[src/rtl/dmem_access_ctrl.sv]
// -----------------------------------------------------------------------------
// dmem_access_ctrl
//
// MEM-stage data-memory sequencer. Takes a load or store from the EX/MEM
// register, issues it to a variable-latency memory over a req/gnt/rvalid
// handshake, and holds the pipeline (Stall_M) until the access finishes.
// Every access is bounded by a timeout. Cycles with Stall_M high are counted
// in a saturating counter.
//
// Ports
//   clk, rst_n        clock (rising edge), synchronous active-low reset
//   ALUResult_M       byte address of the access (low 2 bits dropped)
//   WriteData_M       store data
//   MemWrite_M        store in MEM stage
//   ResultSrc_M       2'b01 marks a load in MEM stage
//   Flush_M           squash the MEM-stage instruction
//   mem_req/we/addr/wdata   request side of the memory handshake
//   mem_gnt           memory accepted the request
//   mem_rvalid/rdata  response (load data or store acknowledge)
//   Stall_M           freeze PC, IF/ID, ID/EX, EX/MEM
//   ReadData_M        last completed load result
//   MemErr_M          one-cycle pulse when an access is aborted by timeout
//   StallCount        saturating count of stalled cycles
// -----------------------------------------------------------------------------
module dmem_access_ctrl #(
    parameter int WIDTH   = 32,
    parameter int TIMEOUT = 64,
    parameter int CNT_W   = 32
) (
    input  logic             clk,
    input  logic             rst_n,
    input  logic [WIDTH-1:0] ALUResult_M,
    input  logic [WIDTH-1:0] WriteData_M,
    input  logic             MemWrite_M,
    input  logic [1:0]       ResultSrc_M,
    input  logic             Flush_M,
    output logic             mem_req,
    output logic             mem_we,
    output logic [WIDTH-1:0] mem_addr,
    output logic [WIDTH-1:0] mem_wdata,
    input  logic             mem_gnt,
    input  logic             mem_rvalid,
    input  logic [WIDTH-1:0] mem_rdata,
    output logic             Stall_M,
    output logic [WIDTH-1:0] ReadData_M,
    output logic             MemErr_M,
    output logic [CNT_W-1:0] StallCount
);

    // Timeout counter is at least 8 bits wide and always wide enough
    // to hold TIMEOUT-1.
    localparam int TW = ($clog2(TIMEOUT) > 8) ? $clog2(TIMEOUT) : 8;
    localparam logic [TW-1:0] T_LAST = TW'(TIMEOUT - 1);

    typedef enum logic [1:0] {
        IDLE = 2'd0,
        REQ  = 2'd1,
        WAIT = 2'd2,
        DONE = 2'd3
    } state_t;

    state_t            state_reg;
    state_t            state_next;

    logic [WIDTH-1:0]  addr_reg;
    logic [WIDTH-1:0]  wdata_reg;
    logic              we_reg;
    logic [TW-1:0]     tcnt_reg;
    logic              flushed_reg;
    logic              err_reg;
    logic [WIDTH-1:0]  rdata_reg;
    logic [CNT_W-1:0]  stall_cnt_reg;

    logic              access;
    logic              tmo;
    logic              resp;
    logic              abort;
    logic              in_flight;
    logic              squashed;

    // Only word-aligned addresses reach the memory.
    logic              unused_addr_lsbs;
    assign unused_addr_lsbs = ^ALUResult_M[1:0];

    assign access    = (MemWrite_M | (ResultSrc_M == 2'b01)) & ~Flush_M;
    assign tmo       = (tcnt_reg == T_LAST);
    assign in_flight = (state_reg == REQ) | (state_reg == WAIT);

    // A response only counts once the request has been granted; rvalid in
    // IDLE/DONE, or in REQ without gnt, is ignored.
    assign resp  = ((state_reg == REQ) & mem_gnt & mem_rvalid) |
                   ((state_reg == WAIT) & mem_rvalid);

    // A flush in REQ before gnt withdraws the request, so it outranks timeout.
    assign abort = ((state_reg == REQ) & ~(mem_gnt & mem_rvalid) &
                    ~(Flush_M & ~mem_gnt) & tmo) |
                   ((state_reg == WAIT) & ~mem_rvalid & tmo);

    // A load flushed after its request went out still completes on the bus
    // but must not disturb ReadData_M.
    assign squashed = flushed_reg | Flush_M;

    // ---------------------------------------------------------------- state
    always_ff @(posedge clk) begin
        if (!rst_n) begin
            state_reg <= IDLE;
        end else begin
            state_reg <= state_next;
        end
    end

    // ----------------------------------------------------------- next state
    always_comb begin
        state_next = state_reg;
        unique case (state_reg)
            IDLE: begin
                if (access) begin
                    state_next = REQ;
                end
            end
            REQ: begin
                if (mem_gnt & mem_rvalid) begin
                    state_next = DONE;
                end else if (Flush_M & ~mem_gnt) begin
                    state_next = IDLE;
                end else if (tmo) begin
                    state_next = DONE;
                end else if (mem_gnt) begin
                    state_next = WAIT;
                end
            end
            WAIT: begin
                if (mem_rvalid | tmo) begin
                    state_next = DONE;
                end
            end
            DONE: begin
                // Stall_M is low here so the pipeline moves on; the inputs
                // still seen this cycle belong to the finished access.
                state_next = IDLE;
            end
            default: state_next = IDLE;
        endcase
    end

    // -------------------------------------------------------------- outputs
    always_comb begin
        Stall_M = 1'b0;
        mem_req = 1'b0;
        unique case (state_reg)
            IDLE:    Stall_M = access;
            REQ: begin
                Stall_M = 1'b1;
                mem_req = 1'b1;
            end
            WAIT:    Stall_M = 1'b1;
            DONE:    Stall_M = 1'b0;
            default: Stall_M = 1'b0;
        endcase
    end

    assign mem_we     = we_reg;
    assign mem_addr   = addr_reg;
    assign mem_wdata  = wdata_reg;
    assign ReadData_M = rdata_reg;
    assign MemErr_M   = err_reg;
    assign StallCount = stall_cnt_reg;

    // ------------------------------------------------------------- datapath
    always_ff @(posedge clk) begin
        if (!rst_n) begin
            addr_reg      <= '0;
            wdata_reg     <= '0;
            we_reg        <= 1'b0;
            tcnt_reg      <= '0;
            flushed_reg   <= 1'b0;
            err_reg       <= 1'b0;
            rdata_reg     <= '0;
            stall_cnt_reg <= '0;
        end else begin
            err_reg <= abort;

            if ((state_reg == IDLE) && access) begin
                addr_reg    <= {ALUResult_M[WIDTH-1:2], 2'b00};
                wdata_reg   <= WriteData_M;
                we_reg      <= MemWrite_M;
                tcnt_reg    <= '0;
                flushed_reg <= 1'b0;
            end else if (in_flight) begin
                tcnt_reg    <= tcnt_reg + 1'b1;
                flushed_reg <= flushed_reg | Flush_M;
            end

            if (!we_reg && !squashed) begin
                if (resp) begin
                    rdata_reg <= mem_rdata;
                end else if (abort) begin
                    rdata_reg <= '0;
                end
            end

            if (Stall_M && (stall_cnt_reg != {CNT_W{1'b1}})) begin
                stall_cnt_reg <= stall_cnt_reg + 1'b1;
            end
        end
    end

endmodule

[config.mk]
export PLATFORM = sky130hd
export DESIGN_NAME = dmem_access_ctrl
export DESIGN_NICKNAME = d
export VERILOG_FILES = /design/src/rtl/dmem_access_ctrl.sv
export SDC_FILE = /design/constraint.sdc
export NUM_CORES = 1
export LEC_CHECK = 0
export ABC_AREA = 1
export BUFFER_PORTS_ARGS = -buffer_cell sky130_fd_sc_hd__buf_4
export CORE_AREA = 2 2 112 114
export DETAILED_ROUTE_END_ITERATION = 10
export DIE_AREA = 0 0 114 116
export PLACE_DENSITY_LB_ADDON = 0.15
export SYNTH_ARGS = -nofsm -noshare
export SYNTH_HDL_FRONTEND = slang
export SYNTH_SLANG_ARGS = --single-unit
export TNS_END_PERCENT = 20
[constraint.sdc]
create_clock -name clk -period 4.15 [get_ports clk]
set_input_delay 0.415 -clock clk [delete_from_list [all_inputs] [get_ports clk]]
set_output_delay 0.415 -clock clk [all_outputs]
set_load 0.05 [all_outputs]
==> results.py <==
metrics = {
    "cells_and_area": {
        "num-nets-final": 1193,
        "final_cell_mix": "307 x nand2_1, 236 x buf_4, 139 x dfxtp_1",
        "seq_area_um2": 2780,
        "n_antenna_cell": 0,
        "area_growth_syn_to_layout_pct": 36.9,
        "fill_cells": 1027,
        "multi_input_area_um2": 3040,
        "fin_area_um2": 8500,
        "final_util_pct": 71.4,
        "drive_gt1_share_pct": 29.9,
        "mostFrequentLayoutCell": "nand2_1",
    },
    "synthesis": {
        "yosys.area_share.simple_pct": 33.0,
        "synth_adder_area_share_pct": 1.21,
        "ys_ff_latch": 139,
        "synth.yosys.seq_area_share_pct": 44.8,
        "synth-compound-area-share_pct": 12.4,
        "synth_cell_types": 28,
        "avgSynthCellArea_um2": 7.14,
        "netlist_instances": 870,
        "netlist_area_um2": 6210,
        "yosys.area.top_type_share_pct": 44.8,
        "synth_top_area_cell": "dfxtp_1",
        "synth_mux_area_share_pct": 0,
        "synth-xor-area-share_pct": 2.12,
        "synthTopCellsByArea": "dfxtp_1 45%, nand2_1 19%, a21oi_1 8.5%, nand3_1 4.6%, nor2_1 4.5%",
        "ys_warn_count": 0,
        "synth_top_family_by_area": "simple AND/OR/NAND/NOR gates",
    },
    "global_routing": {
        "antenna_found_initial": 0,
        "grt_max_degree": 65,
        "grt_pass1_vias": 5734,
        "grt_util_all_layers_pct": 25.0,
        "grt_pass1_wl_um": 26700,
        "grt_overflow": 0,
    },
    "setup_path": {
        "worstPathCellList": "inv_1, ha_1, inv_1, o21ai_4, nand2_4, inv_2, nand2_1, a21oi_2",
        "cp-end-kind": "flip-flop",
        "crit_required_ps": 4500,
        "cp.arrival_ps": 2790,
        "path_max_fanout": 29,
        "cp_common_cell": "inv_1",
        "critPathKind": "reg2reg",
        "cp_slowest_cell": "inv_2",
        "cp-start-kind": "flip-flop",
        "max_stage_delay_ps": 470,
    },
    "routing": {
        "routedWlPerCell_um": 13.3,
        "drtPass1Iterations": 5,
        "totalWireLength_um": 16600,
        "drt_iter0_drc": 420,
        "postRouteAntennaNets": 0,
        "drc": 0,
        "vias": 6243,
        "via_per_inst": 5.02,
    },
    "clock_network": {
        "cts_buffer_depth": 2,
        "cts_resized": 0,
        "postCtsSetupBuffers": 0,
        "htree_levels": 4,
        "cts_buffers": 17,
        "clkTransAtPathRegs_ps": 60,
        "cts_tree": "built",
        "clock-sinks": 139,
        "ctsHoldBuffers": 0,
        "clkLatencyLatePin_ps": 420,
        "root_buffer": "clkbuf_16",
    },
    "status": {
        "outcome": "finished, final reports clean",
    },
    "floorplanning": {
        "die_h_um": 116,
        "initial_core_util_pct": 52.1,
        "fp.coreArea_um2": 11900,
        "die_w_um": 114,
        "io_pins": 236,
        "die_area_um2": 13200,
        "num_rows": 40,
    },
    "placed_design": {
        "dp_hpwl_um": 11300,
        "gp_congestion": 0.889,
        "io_buffers": 231,
        "dpl_cell_area_um2": 7950,
    },
    "power_and_ir_drop": {
        "ir_worst_vdd_mv": 0.356,
        "power.density_nw_per_um2": 505,
        "total_power_mw": 4.30,
        "power_leakage_nw": 3.59,
    },
    "timing": {
        "fin_tns_setup_ps": 0,
        "rsz0062_at_grt": "no",
        "final.setup_skew_ps": 8.40,
        "tightest_slew_ps": 1040,
        "hold_viol_final": 0,
        "maxSlewViolCount": 0,
        "setup_viol_count_final": 0,
        "clock.fmax_ghz": 0.409,
        "min_period_ps": 2450,
        "post-route-period-util_pct": 58.9,
        "maxSlewHeadroom_pct": 30.5,
    },
    "hold_path": {
        "min_path_type": "in2reg",
    },
    "run": {
        "max-cap-violations": 0,
    },
}
[cell usage after synthesis]
master    instances
nand2_1         307
dfxtp_1         139
a21oi_1         105
nor2_1           74
nand3_1          57
inv_1            42
clkbuf_1         30
nand2_2          23
a21oi_2          20
o21ai_0          11
xor2_1            9
buf_2             6
ha_1              6
xnor2_1           6
nand4_1           5
nand2_4           4
nor3_1            4
buf_12            3
inv_2             3
nor2_4            3
nor3b_1           3
buf_1             2
buf_4             2
nor2_2            2
conb_1            1
nor2_8            1
o21ai_4           1
or2_2             1
[power breakdown]
group          switching, mW  total [mW]  internal [mW]  leakage [nW]
Combinational          0.968        1.35          0.385          2.19
Sequential            0.0812        1.55           1.47          1.13
Clock                  0.571        1.39          0.821         0.267
[layout make-up]
type | count | area share [%]
inverters | 45 | 2.02
well taps | 147 | 2.16
clock buffers | 21 | 5.65
multi-input cells | 644 | 35.8
clock inverters | 11 | 0.810
repair buffers | 236 | 20.8
flip-flops and latches | 139 | 32.7
[logic make-up after synthesis]
family | after synthesis
adder cells (fa/ha/maj) | 6
buffers and inverters | 88
flip-flops | 139
AND/OR/NAND/NOR | 484
AO/OA/AOI/OAI | 137
other | 1
XOR/XNOR | 15
[worst max-delay path, delay by kind of cell (launching register included)]
kind / cells / cell delay [ps]
buf+inv: 3 / 690
flops: 1 / 400
fa+ha+maj: 1 / 380
compound gates: 2 / 430
simple gates: 2 / 470
[through the flow]
| step | setup slack (ps) | instances | hold slack (ps) |
|---|---|---|---|
| after global placement | 1720 | 1211 | 452 |
| after global routing | 1450 | 1243 | 242 |
| final | 1700 | 1243 | 248 |
| after CTS | 1650 | 1243 | 237 |
| after detailed placement | 1690 | 1211 | 456 |
| after floorplan | 2030 | 871 | 453 |
[per-layer routing]
layer | wire, um | share of wire (%) | vias to the layer above | global-route usage [%]
li1 | - | - | 3187 | -
met1 | 6780 | 41 | 2817 | 29.4
met2 | 8060 | 49 | 209 | 41.8
met3 | 1400 | 8.4 | 30 | 9.62
met4 | 350 | 2.1 | 0 | 9.35
met5 | 0 | 0 | - | 0
[path summary, 6_finish.rpt]
check / start / endpoint / slack (ps) / depth (start not counted)
hold / removal: WriteData_M[11] / mem_wdata[11]$_SDFFE_PN0P_ / 250 / 3
setup reg to reg: state_reg[0]$_SDFFE_PN0P_ / StallCount[11]$_SDFFE_PN0P_ / 1700 / 8
setup / recovery: state_reg[0]$_SDFFE_PN0P_ / StallCount[11]$_SDFFE_PN0P_ / 1700 / 8
hold reg to reg: mem_wdata[12]$_SDFFE_PN0P_ / mem_wdata[12]$_SDFFE_PN0P_ / 460 / 2
Power figures use the tool's default switching activity.
